===== src/rtl/lcd_pkg.sv =====
// Shared types and constants for the HD44780-style LCD bus controller.
package lcd_pkg;

    typedef enum logic [2:0] {
        StIdle,
        StSetup,
        StPulse,
        StHold,
        StWait
    } lcd_state_e;

    // Control register field positions
    localparam int LCD_ON_BIT  = 31;
    localparam int LCD_STB_BIT = 10;
    localparam int LCD_RS_BIT  = 9;
    localparam int LCD_RW_BIT  = 8;

    // Status word field positions
    localparam int STAT_BUSY_BIT = 31;
    localparam int STAT_DROP_BIT = 30;
    localparam int STAT_RDV_BIT  = 8;

    // Commands that need the long execution wait
    localparam logic [7:0] LCD_OP_CLEAR = 8'h01;
    localparam logic [7:0] LCD_OP_HOME  = 8'h02;

    // Clear/home are instruction writes (RS=0, RW=0) with the matching opcode.
    function automatic logic is_long_cmd(input logic rs, input logic rw, input logic [7:0] data);
        return !rs && !rw && ((data == LCD_OP_CLEAR) || (data == LCD_OP_HOME));
    endfunction

endpackage


===== src/rtl/lcd_cycle_timer.sv =====
// Loadable down-counter that stops at zero and flags it.
module lcd_cycle_timer #(
    parameter int unsigned WIDTH = 8
) (
    input  logic             i_clk,
    input  logic             i_reset,
    input  logic             i_load,
    input  logic [WIDTH-1:0] i_load_val,
    output logic             o_zero
);

    logic [WIDTH-1:0] r_count;

    // Load takes priority; otherwise count down and park at zero.
    always_ff @(posedge i_clk or posedge i_reset) begin
        if (i_reset) begin
            r_count <= '0;
        end else if (i_load) begin
            r_count <= i_load_val;
        end else if (r_count != '0) begin
            r_count <= r_count - WIDTH'(1);
        end
    end

    assign o_zero = (r_count == '0);

endmodule


===== src/rtl/lcd_ctrl.sv =====
// Turns a software strobe in the LCD control register into a timed HD44780 bus cycle
// and exposes a pollable status word.
module lcd_ctrl
    import lcd_pkg::*;
#(
    parameter int unsigned SETUP_CYC = 2,
    parameter int unsigned PULSE_CYC = 12,
    parameter int unsigned HOLD_CYC  = 2,
    parameter int unsigned EXEC_CYC  = 2000,
    parameter int unsigned CLEAR_CYC = 82000
) (
    input  logic        i_clk,
    input  logic        i_reset,
    input  logic [31:0] i_lcd_reg,
    input  logic [7:0]  i_lcd_data,
    output logic [7:0]  o_lcd_data,
    output logic        o_lcd_data_oe,
    output logic        o_lcd_en,
    output logic        o_lcd_rs,
    output logic        o_lcd_rw,
    output logic        o_lcd_on,
    output logic        o_busy,
    output logic [31:0] o_status
);

    localparam int unsigned CNT_W = $clog2(CLEAR_CYC + 1);

    // Counter preload values: a state of N cycles loads N-1 on entry.
    localparam logic [CNT_W-1:0] SETUP_LD = CNT_W'(SETUP_CYC - 1);
    localparam logic [CNT_W-1:0] PULSE_LD = CNT_W'(PULSE_CYC - 1);
    localparam logic [CNT_W-1:0] HOLD_LD  = CNT_W'(HOLD_CYC - 1);
    localparam logic [CNT_W-1:0] EXEC_LD  = CNT_W'(EXEC_CYC - 1);
    localparam logic [CNT_W-1:0] CLEAR_LD = CNT_W'(CLEAR_CYC - 1);

    lcd_state_e       r_state;
    logic             r_stb_prev;
    logic             r_drop;
    logic             r_rd_valid;
    logic [7:0]       r_rd_data;
    logic             r_lat_rs;
    logic             r_lat_rw;
    logic [7:0]       r_lat_data;
    logic             r_lcd_en;
    logic             r_lcd_rs;
    logic             r_lcd_rw;
    logic [7:0]       r_lcd_data;
    logic             r_lcd_oe;
    logic             r_lcd_on;
    logic             r_busy;

    logic             w_on;
    logic             w_stb_edge;
    logic             w_accept;
    logic             w_abort;
    logic             w_advance;
    logic             w_zero;
    logic             w_load;
    logic [CNT_W-1:0] w_load_val;
    logic [CNT_W-1:0] w_wait_ld;
    logic             w_unused_bits;

    assign w_on       = i_lcd_reg[LCD_ON_BIT];
    assign w_stb_edge = i_lcd_reg[LCD_STB_BIT] & ~r_stb_prev;
    assign w_accept   = (r_state == StIdle) && w_on && w_stb_edge;
    // Losing ON mid-transaction abandons the bus cycle.
    assign w_abort    = (r_state != StIdle) && !w_on;
    assign w_advance  = (r_state != StIdle) && w_zero && !w_abort;

    assign w_unused_bits = ^i_lcd_reg[30:11];

    // Select the counter preload for whichever state is entered next.
    always_comb begin
        w_wait_ld  = is_long_cmd(r_lat_rs, r_lat_rw, r_lat_data) ? CLEAR_LD : EXEC_LD;
        w_load     = 1'b0;
        w_load_val = SETUP_LD;
        if (w_accept) begin
            w_load     = 1'b1;
            w_load_val = SETUP_LD;
        end else if (w_advance) begin
            case (r_state)
                StSetup: begin
                    w_load     = 1'b1;
                    w_load_val = PULSE_LD;
                end
                StPulse: begin
                    w_load     = 1'b1;
                    w_load_val = HOLD_LD;
                end
                StHold: begin
                    w_load     = 1'b1;
                    w_load_val = w_wait_ld;
                end
                default: begin
                    w_load     = 1'b0;
                    w_load_val = SETUP_LD;
                end
            endcase
        end
    end

    lcd_cycle_timer #(
        .WIDTH (CNT_W)
    ) u_timer (
        .i_clk      (i_clk),
        .i_reset    (i_reset),
        .i_load     (w_load),
        .i_load_val (w_load_val),
        .o_zero     (w_zero)
    );

    // Strobe history for edge detection and registered ON copy.
    always_ff @(posedge i_clk or posedge i_reset) begin
        if (i_reset) begin
            r_stb_prev <= 1'b0;
            r_lcd_on   <= 1'b0;
        end else begin
            r_stb_prev <= i_lcd_reg[LCD_STB_BIT];
            r_lcd_on   <= w_on;
        end
    end

    // Sticky flag for strobes that arrive while a transaction is running.
    always_ff @(posedge i_clk or posedge i_reset) begin
        if (i_reset) begin
            r_drop <= 1'b0;
        end else if (w_stb_edge && w_on && (r_state != StIdle)) begin
            r_drop <= 1'b1;
        end
    end

    // Bus-cycle FSM; outputs are registered against the state being entered.
    always_ff @(posedge i_clk or posedge i_reset) begin
        if (i_reset) begin
            r_state    <= StIdle;
            r_lat_rs   <= 1'b0;
            r_lat_rw   <= 1'b0;
            r_lat_data <= 8'h00;
            r_rd_valid <= 1'b0;
            r_rd_data  <= 8'h00;
            r_lcd_en   <= 1'b0;
            r_lcd_rs   <= 1'b0;
            r_lcd_rw   <= 1'b0;
            r_lcd_data <= 8'h00;
            r_lcd_oe   <= 1'b0;
            r_busy     <= 1'b0;
        end else if (w_abort) begin
            r_state    <= StIdle;
            r_lcd_en   <= 1'b0;
            r_lcd_rs   <= 1'b0;
            r_lcd_rw   <= 1'b0;
            r_lcd_data <= 8'h00;
            r_lcd_oe   <= 1'b0;
            r_busy     <= 1'b0;
        end else begin
            case (r_state)
                StIdle: begin
                    if (w_accept) begin
                        r_state    <= StSetup;
                        r_lat_rs   <= i_lcd_reg[LCD_RS_BIT];
                        r_lat_rw   <= i_lcd_reg[LCD_RW_BIT];
                        r_lat_data <= i_lcd_reg[7:0];
                        r_lcd_rs   <= i_lcd_reg[LCD_RS_BIT];
                        r_lcd_rw   <= i_lcd_reg[LCD_RW_BIT];
                        r_lcd_data <= i_lcd_reg[7:0];
                        r_lcd_oe   <= ~i_lcd_reg[LCD_RW_BIT];
                        r_busy     <= 1'b1;
                        r_rd_valid <= 1'b0;
                    end
                end
                StSetup: begin
                    if (w_zero) begin
                        r_state  <= StPulse;
                        r_lcd_en <= 1'b1;
                    end
                end
                StPulse: begin
                    if (w_zero) begin
                        r_state  <= StHold;
                        r_lcd_en <= 1'b0;
                        // Read data is sampled while EN is still high.
                        if (r_lat_rw) begin
                            r_rd_data  <= i_lcd_data;
                            r_rd_valid <= 1'b1;
                        end
                    end
                end
                StHold: begin
                    if (w_zero) begin
                        r_state  <= StWait;
                        r_lcd_oe <= 1'b0;
                    end
                end
                StWait: begin
                    if (w_zero) begin
                        r_state    <= StIdle;
                        r_lcd_rs   <= 1'b0;
                        r_lcd_rw   <= 1'b0;
                        r_lcd_data <= 8'h00;
                        r_busy     <= 1'b0;
                    end
                end
                default: begin
                    r_state <= StIdle;
                end
            endcase
        end
    end

    assign o_lcd_en      = r_lcd_en;
    assign o_lcd_rs      = r_lcd_rs;
    assign o_lcd_rw      = r_lcd_rw;
    assign o_lcd_data    = r_lcd_data;
    assign o_lcd_data_oe = r_lcd_oe;
    assign o_lcd_on      = r_lcd_on;
    assign o_busy        = r_busy;
    assign o_status      = {r_busy, r_drop, 21'b0, r_rd_valid, r_rd_data};

endmodule


===== config.mk =====
export PLATFORM = sky130hd
export DESIGN_NAME = lcd_ctrl
export DESIGN_NICKNAME = d
export VERILOG_FILES = /design/src/rtl/lcd_pkg.sv /design/src/rtl/lcd_cycle_timer.sv /design/src/rtl/lcd_ctrl.sv
export SDC_FILE = /design/constraint.sdc
export NUM_CORES = 1
export LEC_CHECK = 0
export BUFFER_PORTS_ARGS = -buffer_cell sky130_fd_sc_hd__buf_2
export CAP_MARGIN = 20
export CORE_MARGIN = 5
export CORE_UTILIZATION = 40
export CTS_CLUSTER_SIZE = 16
export DETAILED_ROUTE_END_ITERATION = 16
export GPL_TIMING_DRIVEN = 0
export HOLD_SLACK_MARGIN = 0.15
export PLACE_DENSITY = 0.66
export RECOVER_POWER = 50
export SLEW_MARGIN = 15
export SYNTH_ARGS = -nofsm -noshare
export SYNTH_HDL_FRONTEND = slang
export SYNTH_SLANG_ARGS = --single-unit

===== constraint.sdc =====
create_clock -name i_clk -period 2.9 [get_ports i_clk]
set_clock_uncertainty 0.1 [all_clocks]
set_input_delay 0.435 -clock i_clk [delete_from_list [all_inputs] [get_ports i_clk]]
set_output_delay 0.435 -clock i_clk [all_outputs]
set_load 0.1 [all_outputs]

==> impl_metrics.json, run 1 <==
{
  "cts_buffers": 5,
  "period_needed_ns": 2.548,
  "root_buffer": "clkbuf_8",
  "r2r_slack_ns": 0.35,
  "cp_max_fo": 10,
  "total_power_mw": 2.656,
  "ys_top_cells_by_area": "dfrtp_1 51%, buf_4 7.0%, nand2_1 5.6%",
  "synth_top_cell_by_area": "dfrtp_1",
  "whs_endpoint": "o_lcd_on",
  "grt_antenna_before_repair": 0,
  "status": "completed",
  "synthCells": 259,
  "gr-usage-met3_pct": 3.355,
  "synth.area.mux_share_pct": 3.350,
  "gr-usage-met1_pct": 18.87,
  "yosys_warnings": 0,
  "reg2reg_to": "o_lcd_data[0]",
  "area_delta_synth_final_pct": 18.52,
  "nets": 379,
  "yosys.area_share.simple_pct": 19.73,
  "die_x_microns": 91.99,
  "fin_crit_sh_pct": 87.86,
  "synth_top_area_share_pct": 51.19,
  "dr.pass1.iters": 4,
  "grtUsageTotal_pct": 14.39,
  "r2r-start": "u_timer.r_count[8]",
  "fmaxAchievable_mhz": 392.5,
  "setup_tns_ns": 0,
  "ys.flop_type": "dfrtp_1",
  "power_density_nw_per_um2": 833.5,
  "path_clk_slew_ns": 0.10,
  "clock_sinks": 55,
  "max-clock-path-buffers": 2,
  "cp.arrival_ns": 2.65,
  "syn_avg_cell_area_sq_um": 10.38,
  "maxSlewViolCount": 0,
  "critPathKind": "reg -> reg",
  "synth_cell_types": 47,
  "start_util_pct": 41.63,
  "rsz0062_at_grt": "no",
  "io_pins": 88,
  "worst_pin_slew_ns": 1.194,
  "grt_use_met2_pct": 23.18,
  "cp.required_ns": 3.00,
  "drc_errors": 0,
  "wirelength_microns": 5546,
  "grt_max_degree": 32,
  "synth-adder-area-share_pct": 0.9307,
  "syn_area_sq_um": 2689,
  "cts_tree": "yes",
  "core.rowCount": 29,
  "drv_cap": 0,
  "overflow": 0,
  "synth_compound_area_share_pct": 11.73,
  "post_cts_buffers": 0,
  "drtIter0Drc": 115,
  "ys_seq_area_share_pct": 51.19,
  "min-delay-start": "i_lcd_reg[31]",
  "end_kind": "flop",
  "grt_pass1_wl_microns": 10040,
  "min_path_type": "in -> reg",
  "port_buffers": 46,
  "globalplace.congestion": 0.8386,
  "worstRegToRegCells": 6,
  "vias": 2043,
  "hpwlAfterDp_microns": 4109,
  "grt_busiest_layer": "met2",
  "max-slew-margin-rel_pct": 20.77,
  "die-height_microns": 91.99,
  "htreeDepth": 2,
  "fp.dieArea_sq_um": 8462,
  "peakVddDrop_mv": 0.6490,
  "hold_viol_final": 0,
  "drive_gt1_share_pct": 22.62,
  "synthArstFlopShare_pct": 100.0,
  "nFillCells": 607,
  "synth-seq-cells": 55,
  "n_antenna_cell": 0,
  "cp-start-kind": "flop",
  "synth_xor_area_share_pct": 3.909,
  "synth_most_common_cell": "dfrtp_1",
  "clock_latency_ns": 0.31,
  "avgRoutedWirePerCell_microns": 13.43,
  "setup_violations": 0,
  "power.leakage_nw": 1.601,
  "core_sq_um": 6459,
  "synth_commonest_cells": "55 x dfrtp_1, 40 x nand2_1, 25 x buf_4",
  "synth_edf_count": 0,
  "grt_pass1_vias": 2147,
  "synth_top_family_by_area": "simple AND/OR/NAND/NOR gates",
  "vias_per_cell": 4.947,
  "holdPathStages": 1,
  "ant_nets": 0
}
## routing by layer
metal | vias up | part of all wire [%]
li1 | 1023 | -
met1 | 950 | 47
met2 | 62 | 45
met3 | 8 | 6.6
met4 | 0 | 1.4
met5 | - | 0
## area by class of cell
cell class | instances | area [sq um] | area share [%]
multi-input combinational | 185 | 1145 | 35.92
sequential | 55 | 1376 | 43.19
tap | 77 | 96.34 | 3.023
clock inverter | 2 | 12.51 | 0.3926
buffer | 35 | 227.7 | 7.146
clock buffer | 6 | 72.57 | 2.277
inverter | 4 | 15.01 | 0.4711
timing repair buffer | 49 | 241.5 | 7.578
## power by group
part | internal (mW) | switching, mW
clock network | 0.169 | 0.244
registers | 0.940 | 0.159
logic | 0.343 | 0.801
## stage by stage
stage | setup WS [ns] | std cells | hold WS (ns) | utilization (%) | area (sq um)
floorplan | 0.6113 | 279 | 0.3445 | - | 2764
global placement | 0.3167 | 402 | 0.3610 | 47.85 | 3090
detailed placement | 0.4109 | 403 | 0.3645 | 48.16 | 3110
CTS | 0.3644 | 413 | 0.1563 | 49.79 | 3216
global route | 0.1965 | 413 | 0.1762 | 49.34 | 3187
finish | 0.3520 | 413 | 0.1747 | 49.34 | 3187
## cell usage in the layout (no fill, tap or decap), types with 5 or more instances in the layout
cell,count
nor2b_1,5
nor2_1,10
nor4_1,7
a22o_1,10
xnor2_1,8
nor3_1,5
mux2_1,8
nand3_1,10
buf_2,37
clkbuf_8,5
nand2_1,40
buf_4,25
dfrtp_1,55
conb_1,21
clkbuf_1,20
## sequential cells by signal, summed over array words and instances, names as in the netlist, 3 cells and up
register,flops
u_timer.r_count,17
r_state,3
r_rd_data,8
r_lat_data,8
o_lcd_data,8
## cells by family (layout without fill, tap and decap cells)
logic type	Yosys count	after routing
buf+inv	39	96
xor+xnor	12	12
compound gates	40	40
mux	8	8
other cells	1	21
simple gates	102	102
fa+ha+maj	2	2
flops	55	55
## worst max path at each step
stage / start / end / depth (start not counted)
3_3_place_gp: i_reset / u_timer.r_count[9] / 2
4_1_cts: u_timer.r_count[8] / o_lcd_data[0] / 6
6_report: u_timer.r_count[8] / o_lcd_data[0] / 6
5_1_grt: u_timer.r_count[8] / o_lcd_rw / 6
2_1_floorplan: u_timer.r_count[2] / r_rd_data[0] / 6
3_5_place_dp: u_timer.r_count[8] / o_lcd_data[7] / 6
## worst max-delay path, stage by stage (launching register included)
cell,delay [ns]
dfrtp_1,0.43
nor4_1,0.56
and4b_1,0.42
nand2_2,0.16
a221o_1,0.37
buf_2,0.20
a22o_1,0.19
## timing repair
item	CTS	global route
hold buffers	2	0
hold endpoints to repair	25	0
setup endpoints to repair	0	0
resized for setup	0	0
(Power assumes the default switching activity.)
==> run 2, diff against run 1 <==
--- a/config.mk
+++ b/config.mk
@@ -9,6 +9,7 @@
 export CAP_MARGIN = 20
 export CORE_MARGIN = 5
 export CORE_UTILIZATION = 40
+export CTS_BUF_LIST = sky130_fd_sc_hd__clkbuf_4 sky130_fd_sc_hd__clkbuf_8
 export CTS_CLUSTER_SIZE = 16
 export DETAILED_ROUTE_END_ITERATION = 16
 export GPL_TIMING_DRIVEN = 0
==> run 2 against run 1 <==
Effect of this change:
- clock-buffer cell count unchanged
- worst setup slack about the same
- worst hold slack about the same
- via count unchanged
- global-route usage unchanged
- combinational power about the same
- register-to-register slack about the same
- critical path depth unchanged
- sequential power about the same
- first-iteration DRC count unchanged
==> impl_metrics.json, run 2 (synthesis gave the netlist of run 1 again) <==
{
  "grt_max_degree": 32,
  "cts_buffers": 5,
  "total_power_mw": 2.666,
  "status": "completed",
  "drv_cap": 0,
  "hold_slack_ns": 0.1746,
  "n_antenna_cell": 0,
  "vias_per_cell": 4.947,
  "cts_tree": "yes",
  "hold_viol_final": 0,
  "power.leakage_nw": 1.605,
  "fin_util_pct": 49.40,
  "htreeDepth": 2,
  "core_sq_um": 6459,
  "end_kind": "flop",
  "die_x_microns": 91.99,
  "area_delta_synth_final_pct": 18.66,
  "ant_nets": 0,
  "pre_cts_slack_ns": 0.4109,
  "io_pins": 88,
  "final_cell_mix": "55 x dfrtp_1, 40 x nand2_1, 37 x buf_2",
  "wirelength_microns": 5545,
  "max_flop_register": "u_timer.r_count",
  "die-height_microns": 91.99,
  "grt_pass1_vias": 2147,
  "placed_area_sq_um": 3110,
  "instances_no_fill": 413,
  "rsz0062_at_grt": "no",
  "grtUsageTotal_pct": 14.39,
  "post_cts_buffers": 0,
  "nets": 379,
  "drive_gt1_share_pct": 22.92,
  "path_clk_slew_ns": 0.10,
  "grt_pass1_wl_microns": 10040,
  "period_needed_ns": 2.548,
  "final_common_cell": "dfrtp_1",
  "grt_antenna_before_repair": 0,
  "clock_sinks": 55,
  "core.rowCount": 29,
  "max-slew-margin-rel_pct": 20.77,
  "drc_errors": 0,
  "start_util_pct": 41.63,
  "power_density_nw_per_um2": 835.5,
  "clock_latency_ns": 0.31,
  "cp-start-kind": "flop",
  "fmaxAchievable_mhz": 392.5,
  "port_buffers": 46,
  "setup_ws_ns": 0.3520,
  "fin_crit_sh_pct": 87.86,
  "critPathKind": "reg -> reg",
  "vias": 2043,
  "worst_pin_slew_ns": 1.194,
  "max-clock-path-buffers": 2,
  "overflow": 0,
  "avgRoutedWirePerCell_microns": 13.43,
  "final_area_sq_um": 3191,
  "drtIter0Drc": 115,
  "fp.dieArea_sq_um": 8462,
  "setup_violations": 0,
  "hpwlAfterDp_microns": 4109,
  "cp.arrival_ns": 2.65,
  "maxSlewViolCount": 0,
  "setup_tns_ns": 0,
  "root_buffer": "clkbuf_8",
  "dr.pass1.iters": 4,
  "largest_reg_flops": 17,
  "peakVddDrop_mv": 0.6490,
  "post-place-cells": 403,
  "cp.required_ns": 3.00,
  "min_path_type": "in -> reg",
  "globalplace.congestion": 0.8386,
  "cp_max_fo": 10
}
## run 2: cell counts in the layout (fill, tap and decap cells not counted)
No cell type changed its count.
## run 2: final timing paths
check / startpoint / endpoint / slack, ns / cells after the start
worst max-delay path: u_timer.r_count[8] / o_lcd_data[0] / 0.35 / 6
worst min-delay path: i_lcd_reg[31] / o_lcd_on / 0.17 / 1
worst max register to register: u_timer.r_count[8] / o_lcd_data[0] / 0.35 / 6
worst min register to register: r_rd_data[0] / r_rd_data[0] / 0.38 / 1
max in group asynchronous: i_reset / r_lat_data[1] / 0.69 / 4
min in group asynchronous: i_reset / u_timer.r_count[0] / 0.77 / 3
## run 2: metal layers
metal	routed length (microns)	GRT usage (%)	vias up	part of all wire [%]
li1	-	-	1023	-
met1	2594	18.87	950	47
met2	2505	23.18	62	45
met3	365	3.355	8	6.6
met4	80	5.569	0	1.4
met5	0	0	-	0
## run 2: cell type report
cell class	count	area [sq um]
multi-input cells	185	1145
fillers	606	3268
clock inverters	2	12.51
clock buffers	6	76.32
repair buffers	49	241.5
inverters	4	15.01
flip-flops and latches	55	1376
well taps	77	96.34
plain buffers	35	227.7
## run 2: timing repair
item / 4_1_cts / 5_1_grt
hold buffers: 2 / 0
resized for setup: 0 / 0
endpoints found under the hold margin: 25 / 0
## run 2: worst max-delay path, cell delays in order, from the launching register on
cell and delay (ns):
dfrtp_1 0.43, nor4_1 0.56, and4b_1 0.42, nand2_2 0.16, a221o_1 0.37, buf_2 0.20, a22o_1 0.19
## run 2: report_power, final
part           internal [mW]  total [mW]  switching, mW  leakage [nW]
Combinational          0.343        1.14          0.801         0.845
Sequential             0.940        1.10          0.159         0.715
Clock                  0.179       0.422          0.244        0.0446
